File: config.mk
export PLATFORM = sky130hd
export DESIGN_NAME = pulse_stretcher
export DESIGN_NICKNAME = d
export VERILOG_FILES = /design/src/rtl/pulse_stretcher.sv
export SDC_FILE = /design/constraint.sdc
export NUM_CORES = 1
export LEC_CHECK = 0
export ABC_AREA = 0
export CORE_MARGIN = 4
export CORE_UTILIZATION = 53
export CTS_CLUSTER_SIZE = 25
export DETAILED_ROUTE_END_ITERATION = 10
export MAX_ROUTING_LAYER = met4
export PLACE_DENSITY_LB_ADDON = 0.05
export SLEW_MARGIN = 20
export SYNTH_ARGS = -nofsm -noshare
export SYNTH_HDL_FRONTEND = slang
export SYNTH_SLANG_ARGS = --single-unit
File: constraint.sdc
create_clock -name CLOCK -period 2.2 [get_ports CLOCK]
set_clock_uncertainty 0.1 [all_clocks]
set_input_delay 0.33 -clock CLOCK [delete_from_list [all_inputs] [get_ports CLOCK]]
set_output_delay 0.33 -clock CLOCK [all_outputs]
set_load 0.02 [all_outputs]
File: src/rtl/pulse_stretcher.sv
// Turns single-cycle event strobes into fixed-width high pulses separated by a
// guaranteed low gap, queuing events that arrive while a pulse is running.
module pulse_stretcher #(
  parameter int WIDTH  = 8,
  parameter int GAP    = 2,
  parameter int QDEPTH = 3,
  parameter int CW     = 4
) (
  input  logic       CLOCK,
  input  logic       Reset,
  input  logic       Trigger,
  output logic       Stretched,
  output logic       Busy,
  output logic [1:0] Pending,
  output logic       Dropped
);

  typedef enum logic [1:0] {StIdle, StHigh, StGap} stateT;

  stateT         state, stateNext;
  logic [CW-1:0] cnt, cntNext;
  logic [1:0]    pendNext;
  logic          lastGap, deq, directStart, enq, full, acceptEnq, dropNow;

  // Queue bookkeeping: a dequeue frees a slot in the same cycle, so a trigger
  // landing on the last gap cycle is accepted even when the queue is full.
  always_comb begin
    lastGap     = (state == StGap) && (cnt == '0);
    deq         = lastGap && (Pending != 2'd0);
    directStart = lastGap && (Pending == 2'd0) && Trigger;
    enq         = Trigger && (state != StIdle) && !directStart;
    full        = (Pending == 2'(QDEPTH));
    acceptEnq   = enq && (!full || deq);
    dropNow     = enq && full && !deq;

    stateNext = state;
    cntNext   = cnt;
    case (state)
      StIdle: begin
        if (Trigger) begin
          stateNext = StHigh;
          cntNext   = CW'(WIDTH - 1);
        end
      end
      StHigh: begin
        if (cnt != '0) begin
          cntNext = cnt - CW'(1);
        end else begin
          stateNext = StGap;
          cntNext   = CW'(GAP - 1);
        end
      end
      StGap: begin
        if (cnt != '0) begin
          cntNext = cnt - CW'(1);
        end else if (deq || directStart) begin
          stateNext = StHigh;
          cntNext   = CW'(WIDTH - 1);
        end else begin
          stateNext = StIdle;
        end
      end
      default: begin
        stateNext = StIdle;
        cntNext   = '0;
      end
    endcase

    pendNext = Pending;
    if (acceptEnq && !deq)
      pendNext = Pending + 2'd1;
    else if (deq && !acceptEnq)
      pendNext = Pending - 2'd1;
  end

  // Outputs are decoded from the next state so they line up with it and
  // never depend combinationally on Trigger.
  always_ff @(posedge CLOCK) begin
    if (Reset) begin
      state     <= StIdle;
      cnt       <= '0;
      Pending   <= 2'd0;
      Stretched <= 1'b0;
      Busy      <= 1'b0;
      Dropped   <= 1'b0;
    end else begin
      state     <= stateNext;
      cnt       <= cntNext;
      Pending   <= pendNext;
      Stretched <= (stateNext == StHigh);
      Busy      <= (stateNext != StIdle) || (pendNext != 2'd0);
      Dropped   <= dropNow;
    end
  end

endmodule

# After elaboration in Yosys (flattened, before gate mapping)
# Cells that the tools add are included.
# op_classes
n_reduce_logical	27
add_sub_neg	3
n_eq_ne	6
mux	12
# op_table
op	count
2-to-1 mux 4 bit	4
one-hot mux 4 bit (3 select lines)	1
logical AND 1 bit	11
2-to-1 mux 2 bit	5
nonzero test 2 bit	4
one-hot mux 2 bit (3 select lines)	1
== test 2 x 1 -> 1 bit (second input constant)	2
== test 2 bit (second input constant)	2
zero test 1 bit	4
zero test 2 bit	2
zero test 4 bit	1
nonzero test 4 bit	1
subtractor 4 x 1 -> 4 bit (second input constant)	1
logical OR 1 bit	3
inequality test 3 x 1 -> 1 bit (second input constant)	1
adder 2 x 1 -> 2 bit (second input constant)	1
inequality test 2 bit (second input constant)	1
AND reduction 2 bit	1
subtractor 2 x 1 -> 2 bit (second input constant)	1
2-to-1 mux 1 bit	1
# word_totals
inputBits	3
out_inout_bits	5
regBits	11
word_cells	54

# Depth between registers and ports, before layout
# depth
ltp_word	13
ltp_mapped	6
mapped_depth_nobuf	6

# Least setup slack after synthesis
# No wires, ideal clock.
# synth_path
path_type	register to register
startpoint	register Pending[0]
endpoint	register cnt[1]
path_stages_with_launch	7
setup_ps	114
arrival_time_ps	1676
synth_period_minus_slack_ps	1891
path_slack_ps	309
path_buffers	0
t_required_ps	1986
cell_sequence	dfxtp_1 -> inv_1 -> ha_1 -> nor2b_1 -> a211oi_4 -> a211oi_1 -> a2111oi_0
# synth_via
elab_chain_cells	6
word_cells_on_any_way	8
cone_classes	1 x eq/ne; 7 x reduce/logical
# synth_lines
element	line	text
start, declared	14	output logic [1:0] Pending,
start signal, assigned	89	Pending <= pendNext;
zero test 2 bit	30	directStart = lastGap && (Pending == 2'd0) && Trigger;
logical AND 1 bit (2 in a row)	30	
logical OR 1 bit *	56	end else if (deq || directStart) begin
inequality test 3 x 1 -> 1 bit (no source line) *	-	
AND reduction 2 bit (no source line) *	-	
end signal, assigned	88	cnt <= cntNext;
end, declared	21	logic [CW-1:0] cnt, cntNext;
# Every way passes the cells marked *; elsewhere a longest branch is shown, timed or not.
# A chain may end at the register's enable or synchronous reset.

# Final worst setup path
# Same ends and word-level chain as after synthesis.

==> metrics.yaml <==
outcome:
  status: "completed"
cts:
  cts-root-buf: "clkbuf_4"
  cts_hold_buffers: 0
  cts.reportedPaths.clkPinSlew_ns: 0.08
  clk_latency_ns: 0.28
  clock-sinks: 11
  post_cts_buffers: 0
  cts_buffers: 3
  cts_tree: "done"
  cts_resized: 0
  clockBufferDepth: 2
  ctsHtreeMaxLevel: 1
logic_synthesis:
  synth_area_leaders: "dfxtp_1 (31%), a21oi_1 (7.1%), nor3_1 (5.0%)"
  avgSynthCellArea_um2: 8.40
  synth_compound_area_frac: 0.262
  muxShareOfSynthArea: 0
  yosys_register_bits: 11
  synthAdderAreaFrac: 0.0355
  yosysTopAreaCell: "dfxtp_1"
  synth_top_family_by_area: "simple AND/OR/NAND/NOR gates"
  synth_cell_type_count: 33
  synth_top_area_frac: 0.312
  syn_inst: 84
  yosysSeqAreaShare: 0.312
  ys_warn_count: 0
  yosys.area_share.simple: 0.317
  synth_area_um2: 706
  synthXorXnorAreaFrac: 0.0124
  syn_nets: 89
sta:
  finalSetupViolCount: 0
  worst_slack_ns: 0.265
  tightest_slew_ns: 0.591
  tns_ns: 0
  finalHoldViolCount: 0
  fin_crit_sh: 0.879
  slew_headroom: 0.606
  maxSlewViolCount: 0
  rsz0062_at_grt: "no"
  max_freq_mhz: 517
  min_period_ns: 1.93
grt:
  track_usage: 0.176
  overflow: 0
  grt_pass1_wl_um: 2520
  grt_pass1_vias: 559
  grt_max_degree: 17
  antenna_found_initial: 0
pwr:
  power_uw: 995
  power-per-cell-area_nw_per_um2: 1220
  p_leak_uw: 0.000288
  peakVddDrop_v: 0.000802
detailed_routing:
  wl_per_cell_um: 13.6
  ant_nets: 0
  drc: 0
  vias: 634
  dr.pass1.iters: 4
  wirelength_um: 1460
  avgViaCountPerCell: 5.93
  first_iter_violations: 15
placement:
  dp_slack_ns: 0.200
  gp_routability_congestion: 0.813
  dpl.hpwl_um: 1060
  port_buffers: 7
  place_area_um2: 788
setup_path:
  cpPeakStageDelay_ns: 0.41
  cp-end-kind: "flop"
  start_kind: "flop"
  critPathBufInv: 1
  path_cells: "inv_1 > ha_1 > nor2b_1 > a211oi_4 > a211oi_1 > a2111oi_0"
  cp_top_family: "compound AO/OA/AOI/OAI gates"
  worst_path_max_delay_cell: "dfxtp_1"
  critPathKind: "reg -> reg"
  r2r_slack_ns: 0.27
  worstPathRequired_ns: 2.27
  crit_fanout: 6
  crit_arrival_ns: 2.01
floorplan:
  die_w_um: 44.5
  die_area_um2: 1980
  num_io_pins: 8
  rows: 12
  core-area_um2: 1190
  initial_utilization: 0.595
  die-height_um: 44.5
cells_and_area:
  diodes: 0
  area_growth_syn_to_layout_pct: 15.6
  nets: 99
  finalInstanceArea_um2: 816
  drive_gt1_frac: 0.172
worst_hold_path:
  hold_path_class: "reg -> reg"
run:
  drv_cap: 0
-- report_power, final --
group	internal (uW)	leakage [uW]	switching [uW]	total [uW]
sequential	252	0.0000906	102	355
combinational	246	0.000180	250	496
clock	67.5	0.0000177	77.6	145
-- worst min-delay path, cell delays in order (launching register included) --
cell     delay, ns
dfxtp_1       0.35
nand3_1       0.08
a21oi_1       0.05
-- area by class of cell --
cell class	count	area (um^2)
clock buffer	3	22.5
clock inverter	1	5.00
fill	104	370
inverter	4	15.0
multi-input combinational	64	443
sequential	11	220
tap	14	17.5
timing repair buffer	10	92.6
-- Yosys cell counts --
master and instances:
nor2b_1 1, a2111oi_0 1, and3b_1 1, or4_4 1, a2bb2oi_1 1, ha_1 2
a211oi_4 1, dfxtp_1 11, inv_1 4, o22a_1 1, o21ai_0 2, a211oi_1 2
clkbuf_1 2, xnor2_1 1, a211oi_2 1, nor4_4 1, a21oi_1 10, buf_2 1
nand2b_1 4, nand2_1 5, or3_2 1, nor4_1 1, buf_6 1, and3_1 2
nand3_1 3, nor2_1 9, a21o_2 1, nand3b_1 2, a2111oi_2 1, nor3_1 7
a41oi_4 1, and2_2 1, buf_1 1
-- per-layer routing --
metal  routed length, um  vias to the layer above  track usage
li1                    -                      322            -
met2                 629                       20        0.229
met5                   0                        -            -
met3                 102                        5       0.0244
met4                  31                        0       0.0723
met1                 693                      287        0.263
-- stage by stage --
step | util | hold WS, ns | std cells
finish | 0.688 | 0.427 | 107
detailed placement | 0.665 | 0.417 | 103
floorplan | - | 0.395 | 84
global placement | 0.665 | 0.410 | 103
global route | 0.688 | 0.486 | 107
CTS | 0.688 | 0.429 | 107
-- flip-flops by register name, summed over array words and instances (netlist names) --
name / count
Pending: 2
Busy: 1
state: 2
cnt: 4
Stretched: 1
Dropped: 1
-- cells in the final DEF (no fill, tap or decap), types with 2 or more instances in the layout --
| master | synthesis | layout |
|---|---|---|
| dfxtp_1 | 11 | 11 |
| a21oi_1 | 10 | 10 |
| nor2_1 | 9 | 9 |
| nor3_1 | 7 | 7 |
| clkdlybuf4s50_1 | 0 | 7 |
| nand2_1 | 5 | 5 |
| inv_1 | 4 | 4 |
| nand2b_1 | 4 | 4 |
| nand3_1 | 3 | 3 |
| clkbuf_4 | 0 | 3 |
| buf_4 | 0 | 3 |
| nand3b_1 | 2 | 2 |
| o21ai_0 | 2 | 2 |
| and3_1 | 2 | 2 |
| a211oi_1 | 2 | 2 |
| ha_1 | 2 | 2 |
-- kinds of logic after synthesis --
kind of cell / count (synthesis)
compound gates: 22
fa+ha+maj: 2
flops: 11
xor+xnor: 1
buf+inv: 9
simple gates: 39
-- worst paths after layout --
path	start	end	cells past startpoint
setup reg to reg	Pending[0]$_SDFF_PP0_	cnt[1]$_SDFFE_PP0P_	6
hold reg to reg	Pending[1]$_SDFF_PP0_	Pending[1]$_SDFF_PP0_	2
setup / recovery	Pending[0]$_SDFF_PP0_	cnt[1]$_SDFFE_PP0P_	6
hold / removal	Pending[1]$_SDFF_PP0_	Pending[1]$_SDFF_PP0_	2
No activity file was read; power rests on OpenSTA's default activity.
==> RTL edit 1, RTL diff (same settings) <==
Reset style: asynchronous (`Reset`), changed in one clocked block.
--- a/src/rtl/pulse_stretcher.sv
+++ b/src/rtl/pulse_stretcher.sv
@@ -75,7 +75,7 @@
 
   // Outputs are decoded from the next state so they line up with it and
   // never depend combinationally on Trigger.
-  always_ff @(posedge CLOCK) begin
+  always_ff @(posedge CLOCK or posedge Reset) begin
     if (Reset) begin
       state     <= StIdle;
       cnt       <= '0;
Behaviour: differs if Reset is asserted again (counterexample within 4 cycles, from zero or initial values and one cycle with Reset high); with Reset held inactive, the same outputs for 10 cycles.
==> RTL edit 1 against the unedited design <==
Synthesized cell count is 11% lower. Setup slack better by 82 ps. Clock power is 9% lower. Cell area is 3.1% lower. Sequential share of layout area is 7.8 points higher. Worst hold slack worse by 190 ps. Combinational power is 16% higher. Critical path depth stayed put. Utilization is 1.3 points lower. Sequential cell count stayed put. Routed wire length is 9.6% lower. Synthesized area is 0.89% lower. Power is 15% higher. Critical path type unchanged. Highest routed layer unchanged.
==> RTL edit 1: results (changes against the unedited design) <==
Run status: complete, no violations (unchanged)
Final nets: 88 (was 99)
Share of cells above drive strength 1: 12.2% (was 17.2%)
Global-route wire length before repair: 2.27 mm (was 2.52 mm)
Final period utilization: 84.2% (was 87.9%)
DR vias: 567 (was 634)
GRT Total Usage: 16.8% (was 17.6%)
Initial DRC Count: 9 (was 15)
HP Class: primary input to async pin (was register to register)
Post-synth cell types: 37 (was 33)
WP data arrival: 1910 ps (was 2010 ps)
Largest net degree at the start of global routing: 21 (was 17)
Syn_nets: 80 (was 89)
Post-DP Area: 764 sq um (was 788 sq um)
RePlAce Congestion: 0.863 (was 0.813)
Wire length per cell: 13.7 um (was 13.6 um)
Largest fanout on the critical path: 5 (was 6)
Filler Cells Inserted: 103 (was 104)
CP peak stage delay: 420 ps
Vias in the first global route: 495 (was 559)
Relative slew margins: 61.6% (was 60.6%)
Hpwl dp: 989 um (was 1.06 mm)
Slowest-stage cell, CP: dfrtp_1 (was dfxtp_1)
Mux share of post-synthesis cell area: 1.61% (was 0%)
Sequential share of the synthesized area: 39.4% (was 31.2%)
Peak VDD IR: 829 uV (was 802 uV)
Min Tclk post-route: 1850 ps (was 1930 ps)
-- RTL edit 1: cell count changes after synthesis, moves of 3 or more --
cell / change
nor3_1: -4
dfxtp_1: -11
inv_1: +3
nor2_1: -5
a221oi_1: +3
a21oi_1: -8
dfrtp_1: +11
-- RTL edit 1: per-layer routing --
layer	wire [um]	track usage, %
met1	580	22.1
met2	608	21.8
met5	0	-
met4	17	7.23
met3	111	7.72
-- RTL edit 1: through the flow --
step	util (%)	instances	worst slack [ps]	total power [uW]
after global routing	67.5	96	205	1250
after floorplan	-	75	372	870
final	67.5	96	347	1150
after global placement	65.3	92	240	999
after detailed placement	65.3	92	194	1020
after CTS	67.5	96	352	1160
-- RTL edit 1: cell type report --
| class | count | area share [%] |
|---|---|---|
| Multi-Input combinational cell | 51 | 45.6 |
| Sequential cell | 11 | 34.8 |
| Timing Repair Buffer | 9 | 10.8 |
| Clock buffer | 4 | 3.32 |
| Inverter | 7 | 3.32 |
| Tap cell | 14 | 2.22 |
-- RTL edit 1: logic make-up (layout without fill, tap and decap cells) --
| group | after synthesis | after routing |
|---|---|---|
| AO/OA/AOI/OAI | 23 | 23 |
| XOR/XNOR | 1 | 1 |
| adder cells (fa/ha/maj) | 3 | 3 |
| buffers and inverters | 13 | 20 |
| flip-flops | 11 | 11 |
| multiplexers | 1 | 1 |
| AND/OR/NAND/NOR | 23 | 23 |
-- RTL edit 1: path summary, 6_finish.rpt --
check,start,to,slack (ps),cells past startpoint
worst max-delay path,Pending[0],Busy,350,6
min in group CLOCK,cnt[3],cnt[3],480,1
worst min register to register,cnt[3],cnt[3],480,1
worst max register to register,Pending[0],Busy,350,6
worst min-delay path,Reset,Dropped,240,2
max in group asynchronous,Reset,Pending[0],1480,2
-- RTL edit 1: worst reg2reg max path: stages (launching register included) --
cell      delay [ps]
dfrtp_1          420
inv_1             90
ha_1             350
nand2b_1         160
o32ai_1          240
a31oi_1           70
a211o_1          320
-- RTL edit 1: power by group --
group	total, uW	internal (uW)	switching, uW
clock network	132	70.2	62.1
logic	574	294	280
registers	440	286	154
total	1150	650	496
==> RTL edit 2, RTL diff (config.mk and constraints unchanged) <==
Without the edit above. The parameter `CW` goes from 4 to 3.
--- a/src/rtl/pulse_stretcher.sv
+++ b/src/rtl/pulse_stretcher.sv
@@ -4,7 +4,7 @@
   parameter int WIDTH  = 8,
   parameter int GAP    = 2,
   parameter int QDEPTH = 3,
-  parameter int CW     = 4
+  parameter int CW     = 3
 ) (
   input  logic       CLOCK,
   input  logic       Reset,
Formal check against the unedited RTL: same outputs for any inputs over 10 cycles, from zero or initial values and one cycle with Reset high; that may be too few to reach the edited logic, so the function may still have changed.
==> RTL edit 2 against the unedited design <==
Synthesized area down 2.7%. Cell count decreased by 4.7%. Sequential cell count fell by 1. Clock power grew 16%. First-iteration DRC count rose by 6.7%. Power shrank 24%. Critical endpoint is now Pending[1]. Non-clock buffer count stayed put. Setup slack better by 150 ps. Sequential power is 21% lower. Count of clock-buffer cells in the layout up 1. Cell area decreased by 4.3%. Utilization down 1.2 points. Routed wire length fell by 0.69%.
==> RTL edit 2: results (changes against the unedited design) <==
Run status: complete, no violations (unchanged)
Post-synth top cells: dfxtp_1 (10), nor2_1 (7), a21oi_1 (5), inv_1 (5) (was dfxtp_1 (11), a21oi_1 (10), nor2_1 (9), nor3_1 (7), nand2_1 (5))
Syn_nets: 86 (was 89)
Sequential share of the synthesized area: 29.1% (was 31.2%)
DRT Wirelength: 1.45 mm (was 1.46 mm)
HP Class: register to register (unchanged)
Clock Tree Root: clkbuf_4 (unchanged)
PortBufs: 7 (unchanged)
Share of cells above drive strength 1: 14.8% (was 17.2%)
Final nets: 94 (was 99)
H-tree levels: 1 (unchanged)
Vias in the first global route: 534 (was 559)
Largest net degree at the start of global routing: 14 (was 17)
Top_reg_cell synth: dfxtp_1 (unchanged)
Biggest regs: cnt (3), Pending (2), state (2) (was cnt (4), Pending (2), state (2))
Peak VDD IR: 618 uV (was 802 uV)
Initial DRC Count: 16 (was 15)
Avg Synthesized Cell Area: 8.48 sq um (was 8.40 sq um)
CP peak stage delay: 640 ps (was 410 ps)
Initial antenna violation count: 0 (unchanged)
Global-route wire length before repair: 2.32 mm (was 2.52 mm)
Post_cts resized: 0 (unchanged)
Setup crit start kind: register (unchanged)
RePlAce Congestion: 0.802 (was 0.813)
Post-synth cell types: 38 (was 33)
Largest fanout on the critical path: 7 (was 6)
Leakage: 0.000288 uW (about the same)
Worst-Skew Late Latency: 270 ps
GRT Total Usage: 17.0% (was 17.6%)
Hpwl dp: 1.04 mm (was 1.06 mm)
Pre-CTS setup slack: 247 ps (was 200 ps)
Delay-heaviest family, CP: buffers and inverters (was compound AO/OA/AOI/OAI gates)
Ranking of synthesized cells by area: dfxtp_1 (29%), nor2_1 (3.8%), a21oi_1 (3.6%), ha_1 (3.6%), a211oi_1 (3.3%) (was dfxtp_1 (31%), a21oi_1 (7.1%), nor3_1 (5.0%), nor2_1 (4.8%), a41oi_4 (3.9%))
Worst slew pin tran: 484 ps (was 591 ps)
Placed cells: 98 (was 103)
Ys Warns: 0 (unchanged)
DR vias: 626 (was 634)
Clock buffer depth: 2 (unchanged)
Sw Ratio: 37.6% (was 43.2%)
Via density: 6.14 (was 5.93)
Ant diodes: 0 (unchanged)
Setup Buffers After CTS: 0 (unchanged)
Reg clk slew, reported paths: 70 ps
Pre-antenna DRT Iters: 4 (unchanged)
Hold Crit Start: state[0] (was Pending[1])
RR Startpoint: Pending[1] (was Pending[0])
FFs w/ async S/R, synth: 0% (unchanged)
Slowest-stage cell, CP: clkdlybuf4s50_1 (was dfxtp_1)
WP data arrival: 1350 ps (was 2010 ps)
TritonCTS buffer count: 3 (unchanged)
-- RTL edit 2: final timing paths --
check,slack [ps],cells after the start,end
worst max-delay path,420,1,Pending[1]
worst min-delay path,540,2,state[1]
worst max register to register,420,6,Busy
worst min register to register,540,2,state[1]
-- RTL edit 2: power by group through the flow --
stage	clock, uW	combinational, uW	sequential (uW)
floorplan	0	242	269
global placement	0	295	284
detailed placement	0	300	285
CTS	172	302	281
global route	180	331	289
finish	168	301	282
-- RTL edit 2: kinds of logic (layout without fill, tap and decap cells) --
group,Yosys count,after routing,share of synthesized area [%]
adder cells (fa/ha/maj),2,2,3.64
XOR/XNOR,1,1,1.28
AND/OR/NAND/NOR,27,27,23.5
buffers and inverters,12,19,10.4
AO/OA/AOI/OAI,29,29,32.1
flip-flops,10,10,29.1
-- RTL edit 2: worst min-delay path: cells and delay by family, from the launching register on --
family	cells	cell delay, ps
flip-flops	1	420
AO/OA/AOI/OAI	1	60
AND/OR/NAND/NOR	1	110
-- RTL edit 2: routing by layer --
| layer | vias to the layer above | global-route usage (%) | part of all wire [%] |
|---|---|---|---|
| met5 | - | - | 0 |
| met4 | 0 | 8.43 | 2.2 |
| met3 | 6 | 6.22 | 6.2 |
| met2 | 25 | 23.5 | 43 |
| met1 | 280 | 21.3 | 49 |
| li1 | 315 | - | - |
-- RTL edit 2: cell type report --
class                   count  area, sq um
flip-flops and latches     10          200
fillers                    99          375
repair buffers             10         92.6
inverters                   5         18.8
multi-input cells          59          415
clock buffers               4         36.3
well taps                  14         17.5
-- RTL edit 2: metrics by stage --
stage               area [sq um]  power (uW)
floorplan                    687         511
global placement             744         580
detailed placement           744         585
CTS                          781         755
global route                 781         800
finish                       781         752
